--- config.mk ---
export PLATFORM = sky130hd
export DESIGN_NAME = can_crc_ctrl_flat
export DESIGN_NICKNAME = d
export VERILOG_FILES = /design/src/rtl/can_crc_ctrl_pkg.sv /design/src/rtl/can_crc_ctrl_if.sv /design/src/rtl/can_crc_ctrl_crc.sv /design/src/rtl/can_crc_ctrl.sv /design/src/flat_wrapper.sv
export SDC_FILE = /design/constraint.sdc
export NUM_CORES = 1
export LEC_CHECK = 0
export ABC_CLOCK_PERIOD_IN_PS = 2009
export BUFFER_PORTS_ARGS = -buffer_cell sky130_fd_sc_hd__buf_2
export CELL_PAD_IN_SITES_DETAIL_PLACEMENT = 0
export CELL_PAD_IN_SITES_GLOBAL_PLACEMENT = 2
export CORE_UTILIZATION = 30
export CTS_BUF_LIST = sky130_fd_sc_hd__clkbuf_16
export CTS_CLUSTER_DIAMETER = 120
export CTS_CLUSTER_SIZE = 16
export DETAILED_ROUTE_END_ITERATION = 10
export PLACE_DENSITY_LB_ADDON = 0.3
export SYNTH_ARGS = -nofsm -noshare
export SYNTH_HDL_FRONTEND = slang
export SYNTH_SLANG_ARGS = --single-unit
--- constraint.sdc ---
create_clock -name clk -period 2.01 [get_ports clk]
set_input_delay 0.201 -clock clk [delete_from_list [all_inputs] [get_ports clk]]
set_output_delay 0.201 -clock clk [all_outputs]
set_load 0.02 [all_outputs]
--- src/rtl/can_crc_ctrl_pkg.sv ---
// +----------------------------------------------------------------------------+
// | Module      : can_pkg                                                      |
// | Description : Shared CAN CRC constants and the CRC sequencer state type.   |
// | Revision    : 1.0 - initial release                                        |
// +----------------------------------------------------------------------------+
`default_nettype none

package can_pkg;

  localparam int          CAN_CRC_W    = 15;
  localparam logic [14:0] CAN_CRC_POLY = 15'h4599;

  typedef enum logic [1:0] {
    IDLE      = 2'd0,
    CALC      = 2'd1,
    CRC_FIELD = 2'd2,
    DONE      = 2'd3
  } crc_ctrl_state_t;

endpackage

`default_nettype wire

--- src/rtl/can_crc_ctrl_if.sv ---
// +----------------------------------------------------------------------------+
// | Module      : can_crc_ctrl_if                                              |
// | Description : Frame-FSM <-> CRC sequencer strobes and status.              |
// | Revision    : 1.0 - initial release                                        |
// +----------------------------------------------------------------------------+
`default_nettype none

interface can_crc_ctrl_if
  import can_pkg::*;
();

  logic                 sample_point;
  logic                 rx_bit;
  logic                 stuff_bit;
  logic                 sof;
  logic                 crc_start;
  logic                 abort;
  logic [CAN_CRC_W-1:0] crc_o;
  logic                 tx_bit_o;
  logic                 busy_o;
  logic                 crc_done_o;
  logic                 crc_err_o;

  modport master (
    output sample_point, rx_bit, stuff_bit, sof, crc_start, abort,
    input  crc_o, tx_bit_o, busy_o, crc_done_o, crc_err_o
  );

  modport slave (
    input  sample_point, rx_bit, stuff_bit, sof, crc_start, abort,
    output crc_o, tx_bit_o, busy_o, crc_done_o, crc_err_o
  );

endinterface

`default_nettype wire

--- src/rtl/can_crc_ctrl_crc.sv ---
// +----------------------------------------------------------------------------+
// | Module      : can_crc                                                      |
// | Description : CAN CRC shift register, synchronous clear, one bit per enable|
// | Revision    : 1.0 - initial release                                        |
// +----------------------------------------------------------------------------+
`default_nettype none

module can_crc
  import can_pkg::*;
#(
  parameter int               CRC_W    = CAN_CRC_W,
  parameter logic [CRC_W-1:0] CRC_POLY = CAN_CRC_POLY
) (
  input  logic             clk,
  input  logic             clear,
  input  logic             enable,
  input  logic             data_bit,
  output logic [CRC_W-1:0] crc_o
);

  logic [CRC_W-1:0] r_crc;
  logic             w_feedback;
  logic [CRC_W-1:0] w_crc_next;

  assign w_feedback = data_bit ^ r_crc[CRC_W-1];
  assign w_crc_next = {r_crc[CRC_W-2:0], 1'b0} ^ (w_feedback ? CRC_POLY : '0);

  always_ff @(posedge clk) begin
    if (clear) begin
      r_crc <= '0;
    end else if (enable) begin
      r_crc <= w_crc_next;
    end
  end

  assign crc_o = r_crc;

endmodule

`default_nettype wire

--- src/rtl/can_crc_ctrl.sv ---
// +----------------------------------------------------------------------------+
// | Module      : can_crc_ctrl                                                 |
// | Description : Clears/feeds the CAN CRC, then serializes and checks it.     |
// | Revision    : 1.0 - initial release                                        |
// +----------------------------------------------------------------------------+
`default_nettype none

module can_crc_ctrl
  import can_pkg::*;
#(
  parameter int               CRC_W    = CAN_CRC_W,
  parameter logic [CRC_W-1:0] CRC_POLY = CAN_CRC_POLY
) (
  input  logic        clk,
  input  logic        rst_n,
  can_crc_ctrl_if.slave bus
);

  crc_ctrl_state_t  r_state;
  logic [CRC_W-1:0] r_crc_sr;
  logic [3:0]       r_cnt;
  logic             r_tx_bit;
  logic             r_busy;
  logic             r_done;
  logic             r_err;
  logic [1:0]       r_rst_sync;
  logic [CRC_W-1:0] w_crc;
  logic             w_clear;
  logic             w_crc_en;
  logic             w_counted;

  // The CRC register only has a synchronous clear, so hold it cleared while
  // reset is asserted and for the first edges after release.
  always_ff @(posedge clk or negedge rst_n) begin
    if (!rst_n) begin
      r_rst_sync <= 2'b00;
    end else begin
      r_rst_sync <= {r_rst_sync[0], 1'b1};
    end
  end

  assign w_counted = bus.sample_point & ~bus.stuff_bit;
  assign w_clear   = ~r_rst_sync[1]
                   | ((r_state == IDLE) & bus.sof & bus.sample_point & ~bus.abort);
  assign w_crc_en  = (r_state == CALC) & w_counted & ~bus.crc_start & ~bus.abort;

  can_crc #(
    .CRC_W    (CRC_W),
    .CRC_POLY (CRC_POLY)
  ) u_crc (
    .clk      (clk),
    .clear    (w_clear),
    .enable   (w_crc_en),
    .data_bit (bus.rx_bit),
    .crc_o    (w_crc)
  );

  always_ff @(posedge clk or negedge rst_n) begin
    if (!rst_n) begin
      r_state  <= IDLE;
      r_crc_sr <= '0;
      r_cnt    <= 4'd0;
      r_tx_bit <= 1'b1;
      r_busy   <= 1'b0;
      r_done   <= 1'b0;
      r_err    <= 1'b0;
    end else begin
      r_done <= 1'b0;
      if (bus.abort) begin
        r_state  <= IDLE;
        r_tx_bit <= 1'b1;
        r_busy   <= 1'b0;
      end else begin
        case (r_state)
          IDLE: begin
            if (bus.sof && bus.sample_point) begin
              r_state <= CALC;
              r_err   <= 1'b0;
              r_busy  <= 1'b1;
            end
          end
          CALC: begin
            if (bus.crc_start) begin
              r_state  <= CRC_FIELD;
              r_crc_sr <= w_crc;
              r_cnt    <= 4'd0;
              r_tx_bit <= w_crc[CRC_W-1];
            end
          end
          CRC_FIELD: begin
            if (w_counted) begin
              if (bus.rx_bit != r_crc_sr[CRC_W-1]) begin
                r_err <= 1'b1;
              end
              r_crc_sr <= {r_crc_sr[CRC_W-2:0], 1'b1};
              r_cnt    <= r_cnt + 4'd1;
              if (r_cnt == 4'(CRC_W - 1)) begin
                r_state  <= DONE;
                r_done   <= 1'b1;
                r_tx_bit <= 1'b1;
              end else begin
                r_tx_bit <= r_crc_sr[CRC_W-2];
              end
            end
          end
          DONE: begin
            r_state <= IDLE;
            r_busy  <= 1'b0;
          end
          default: begin
            r_state <= IDLE;
            r_busy  <= 1'b0;
          end
        endcase
      end
    end
  end

  assign bus.crc_o      = w_crc;
  assign bus.tx_bit_o   = r_tx_bit;
  assign bus.busy_o     = r_busy;
  assign bus.crc_done_o = r_done;
  assign bus.crc_err_o  = r_err;

endmodule

`default_nettype wire

--- src/flat_wrapper.sv ---
// flat-port wrapper written by rule: the top's interface ports become plain ports
module can_crc_ctrl_flat import can_pkg::*;
#(
  parameter int               CRC_W    = CAN_CRC_W,
  parameter logic [CRC_W-1:0] CRC_POLY = CAN_CRC_POLY
)
  (clk, rst_n, bus_sample_point, bus_rx_bit, bus_stuff_bit, bus_sof, bus_crc_start, bus_abort, bus_crc_o, bus_tx_bit_o, bus_busy_o, bus_crc_done_o, bus_crc_err_o);
  can_crc_ctrl_if bus_i ();
  input  logic clk;
  input  logic rst_n;
  input wire logic [$bits(bus_i.sample_point)-1:0] bus_sample_point;
  input wire logic [$bits(bus_i.rx_bit)-1:0] bus_rx_bit;
  input wire logic [$bits(bus_i.stuff_bit)-1:0] bus_stuff_bit;
  input wire logic [$bits(bus_i.sof)-1:0] bus_sof;
  input wire logic [$bits(bus_i.crc_start)-1:0] bus_crc_start;
  input wire logic [$bits(bus_i.abort)-1:0] bus_abort;
  output wire logic [$bits(bus_i.crc_o)-1:0] bus_crc_o;
  output wire logic [$bits(bus_i.tx_bit_o)-1:0] bus_tx_bit_o;
  output wire logic [$bits(bus_i.busy_o)-1:0] bus_busy_o;
  output wire logic [$bits(bus_i.crc_done_o)-1:0] bus_crc_done_o;
  output wire logic [$bits(bus_i.crc_err_o)-1:0] bus_crc_err_o;
  assign bus_i.sample_point = bus_sample_point;
  assign bus_i.rx_bit = bus_rx_bit;
  assign bus_i.stuff_bit = bus_stuff_bit;
  assign bus_i.sof = bus_sof;
  assign bus_i.crc_start = bus_crc_start;
  assign bus_i.abort = bus_abort;
  assign bus_crc_o = bus_i.crc_o;
  assign bus_tx_bit_o = bus_i.tx_bit_o;
  assign bus_busy_o = bus_i.busy_o;
  assign bus_crc_done_o = bus_i.crc_done_o;
  assign bus_crc_err_o = bus_i.crc_err_o;
  can_crc_ctrl #(.CRC_W(CRC_W), .CRC_POLY(CRC_POLY)) u_core (.clk(clk), .rst_n(rst_n), .bus(bus_i));
endmodule
==> results_dict.tcl <==
set metrics [dict create \
    status "completed" \
    r2r_cells 6 \
    slew_viol_final 0 \
    grt-ovfl-total 0 \
    routed-via-count 1570 \
    p_switching_uw 993.6 \
    r2r_slack_ns 0.25 \
    p_sw_frac 0.3296 \
    start_util 0.3171 \
    cts_root_buf "clkbuf_16" \
    dpl.hpwl_mm 3.314 \
    port_buffers 26 \
    crit_path_top_delay_cell "dfrtp_1" \
    syn2layout_area_growth_pct 17.74 \
    gr-usage-met2 0.2173 \
    min_to "u_core.bus.busy_o" \
    ys_ff_latch 42 \
    drive_above_1_share 0.2177 \
    met3_usage 0.03307 \
    power_uw 3014 \
    grt_util_all_layers 0.1415 \
    hold_viol_final 0 \
    cpPeakStageDelay_ns 0.41 \
    worstSetupStartpointType "flop" \
    worstPathCellList "inv_1, ha_1, a21bo_2, o211ai_1, a21oi_1, mux2_2" \
    worstMarginPinSlew_ns 0.9611 \
    use_met1 0.1942 \
    worstPathRequired_ns 2.18 \
    syn_inst 221 \
    wire_per_inst_um 14.38 \
    async_reset_ff_frac 0.6429 \
    crit_family "compound AO/OA/AOI/OAI gates" \
    cts-buffers-inserted 5 \
    core_area_um2 6495 \
    first_pass_iters 6 \
    setup_viol 0 \
    core.rowCount 29 \
    synth_fa_ha_area_frac 0.04860 \
    period_share 0.8768 \
    synth-simple-area-share 0.1810 \
    place_congestion 0.7872 \
    grt_setup_unrepaired "no" \
    r2r_start "u_core.r_state[0]" \
    path_max_fanout 5 \
    synth-seq-area-share 0.4745 \
    post_cts_buffers 0 \
    dieHeight_um 84.86 \
    syn_area_per_cell_um2 9.319 \
    synth_edf_count 0 \
    routed_wl_mm 4.674 \
    avgViaCountPerCell 4.831 \
    synth_xor_xnor_area_share 0.03827 \
    fp.dieW_um 84.86 \
    antenna_left 0 \
    clock_power_share 0.284 \
    relSlewSlack 0.3546 \
    clock_skew_ns 0.004073 \
    drt_iter0_markers 105 \
    setup_tns_ns 0 \
    synth_mux_area_frac 0.02005 \
    ys.warnings.count 0 \
    grt_pass1_vias 1505 \
    crit_buf_inv 1 \
    syn_area_um2 2059 \
    crit_path_end_kind "flop" \
    cts_buffer_depth 2 \
    antenna-diode-count 0 \
    cts_sinks 42 \
    hold_path_depth 2 \
    clkSlewWorstSetupHoldPaths_ns 0.06 \
    synth_compound_area_frac 0.1652 \
    drc 0 \
    synth_nets 237 \
    crit_type "reg2reg" \
    synth_top_family_by_area "simple AND/OR/NAND/NOR gates" \
    final_common_cell "nor2_1" \
    hold_path_class "in2reg" \
    combPwrFrac 0.310 \
    critPathArrivalTime_ns 1.93 \
    p_int_uw 2021 \
    ctsHtreeMaxLevel 2 \
    vdd_ir_drop_max_v 0.0004283 \
    clock_latency_ns 0.28 \
    cts_tree "built" \
    fmax_mhz 567.4 \
    die_area_um2 7200 \
    p_leak_uw 0.001031 \
    io_pins 27 \
    share_seq_of_total_power 0.406 \
    yosys.cell_types.count 43 \
    period_minus_slack_ns 1.762 \
    final_cell_mix "35 x nor2_1, 31 x nand2_1, 26 x buf_2, 26 x dfrtp_1, 17 x a21oi_1" \
    powerDensity_nw_per_um2 1243 \
    r2r-end "u_core.r_state[0]" \
    grt_max_degree 28 \
    fin_nets 263 \
    min_from "bus_abort" \
    cap_violations 0 \
    top_usage_layer "met2" \
    grt_pass1_wl_mm 7.803 \
    antenna_found_initial 0 \
    synth_flop_cell "dfrtp_1" \
]
-- synthesized netlist by cell type (all sizes together), types with 2 or more instances --
master | number | area share
a211oi | 2 | 0.0073
a21oi | 17 | 0.041
buf | 15 | 0.050
clkbuf | 2 | 0.0036
dfrtp | 26 | 0.32
dfxtp | 15 | 0.15
ha | 8 | 0.049
inv | 9 | 0.016
mux2i | 3 | 0.015
nand2 | 31 | 0.056
nand2b | 2 | 0.0097
nand3 | 5 | 0.012
nand3b | 2 | 0.0073
nor2 | 35 | 0.064
nor2b | 2 | 0.0061
o2111ai | 2 | 0.015
o211ai | 2 | 0.0097
o21ai | 3 | 0.0073
o22ai | 15 | 0.046
xnor2 | 6 | 0.026
xor2 | 3 | 0.013
-- state kept, by name (all words and copies together), names as in the netlist --
| signal | count |
|---|---|
| u_core.bus.tx_bit_o | 1 |
| u_core.r_cnt | 4 |
| u_core.r_state | 2 |
| u_core.bus.crc_done_o | 1 |
| u_core.bus.busy_o | 1 |
| u_core.u_crc.crc_o | 15 |
| u_core.r_rst_sync | 2 |
| u_core.bus.crc_err_o | 1 |
| u_core.r_crc_sr | 15 |
-- cell type report --
cell class,count,area [um2]
multi-input cells,153,937.1
inverters,9,33.78
clock inverters,2,10.01
repair buffers,36,220.2
well taps,77,96.34
clock buffers,6,150.1
fillers,673,4070
flip-flops and latches,42,977.2
-- power groups by stage --
stage | Combinational [uW] | Clock (uW) | Sequential, uW
finish | 934 | 857 | 1220
global route | 1060 | 928 | 1250
CTS | 950 | 893 | 1230
detailed placement | 945 | 0 | 1240
global placement | 941 | 0 | 1240
floorplan | 685 | 0 | 1230
-- kinds of logic after synthesis --
logic type | Yosys count
adder cells (fa/ha/maj) | 8
XOR/XNOR | 9
flip-flops | 42
buffers and inverters | 26
multiplexers | 4
AND/OR/NAND/NOR | 83
other | 1
AO/OA/AOI/OAI | 48
-- stage by stage --
step	setup slack [ns]	utilization	cells	instance area, um2	hold slack, ns
final	0.2475	0.3733	325	2425	0.2267
after global routing	0.1071	0.3733	325	2425	0.2554
after CTS	0.2301	0.3733	325	2425	0.2266
after detailed placement	0.2475	0.3471	316	2255	0.2740
after global placement	0.2635	0.3471	316	2255	0.2651
after floorplan	0.2496	-	221	2059	-0.09459
-- worst register-to-register path: cells and delay by family (launching register included) --
kind | cells | cell delay (ns)
AO/OA/AOI/OAI | 3 | 0.52
flip-flops | 1 | 0.41
multiplexers | 1 | 0.36
adder cells (fa/ha/maj) | 1 | 0.23
buffers and inverters | 1 | 0.13
-- worst max-delay path by stage --
stage / start / to / slack [ns] / cells past startpoint
2_1_floorplan: u_core.r_state[0] / u_core.r_crc_sr[7] / 0.25 / 7
3_3_place_gp: u_core.r_state[0] / u_core.r_state[0] / 0.26 / 6
3_5_place_dp: u_core.r_state[0] / u_core.r_state[0] / 0.25 / 6
5_1_grt: u_core.r_state[0] / u_core.r_state[0] / 0.11 / 6
6_report: u_core.r_state[0] / u_core.r_state[0] / 0.25 / 6
4_1_cts: u_core.r_state[0] / u_core.r_state[0] / 0.23 / 6
-- routing by layer --
layer,part of all wire,up-vias
met2,0.45,19
met4,0.017,0
met5,0,-
met3,0.026,6
met1,0.51,739
li1,-,806
-- repair_timing --
item                                   in CTS  in global routing
endpoints found under the hold margin      26                  0
resized for setup                           0                  0
hold buffers                                1                  0
No activity file was read; power rests on OpenSTA's default activity.
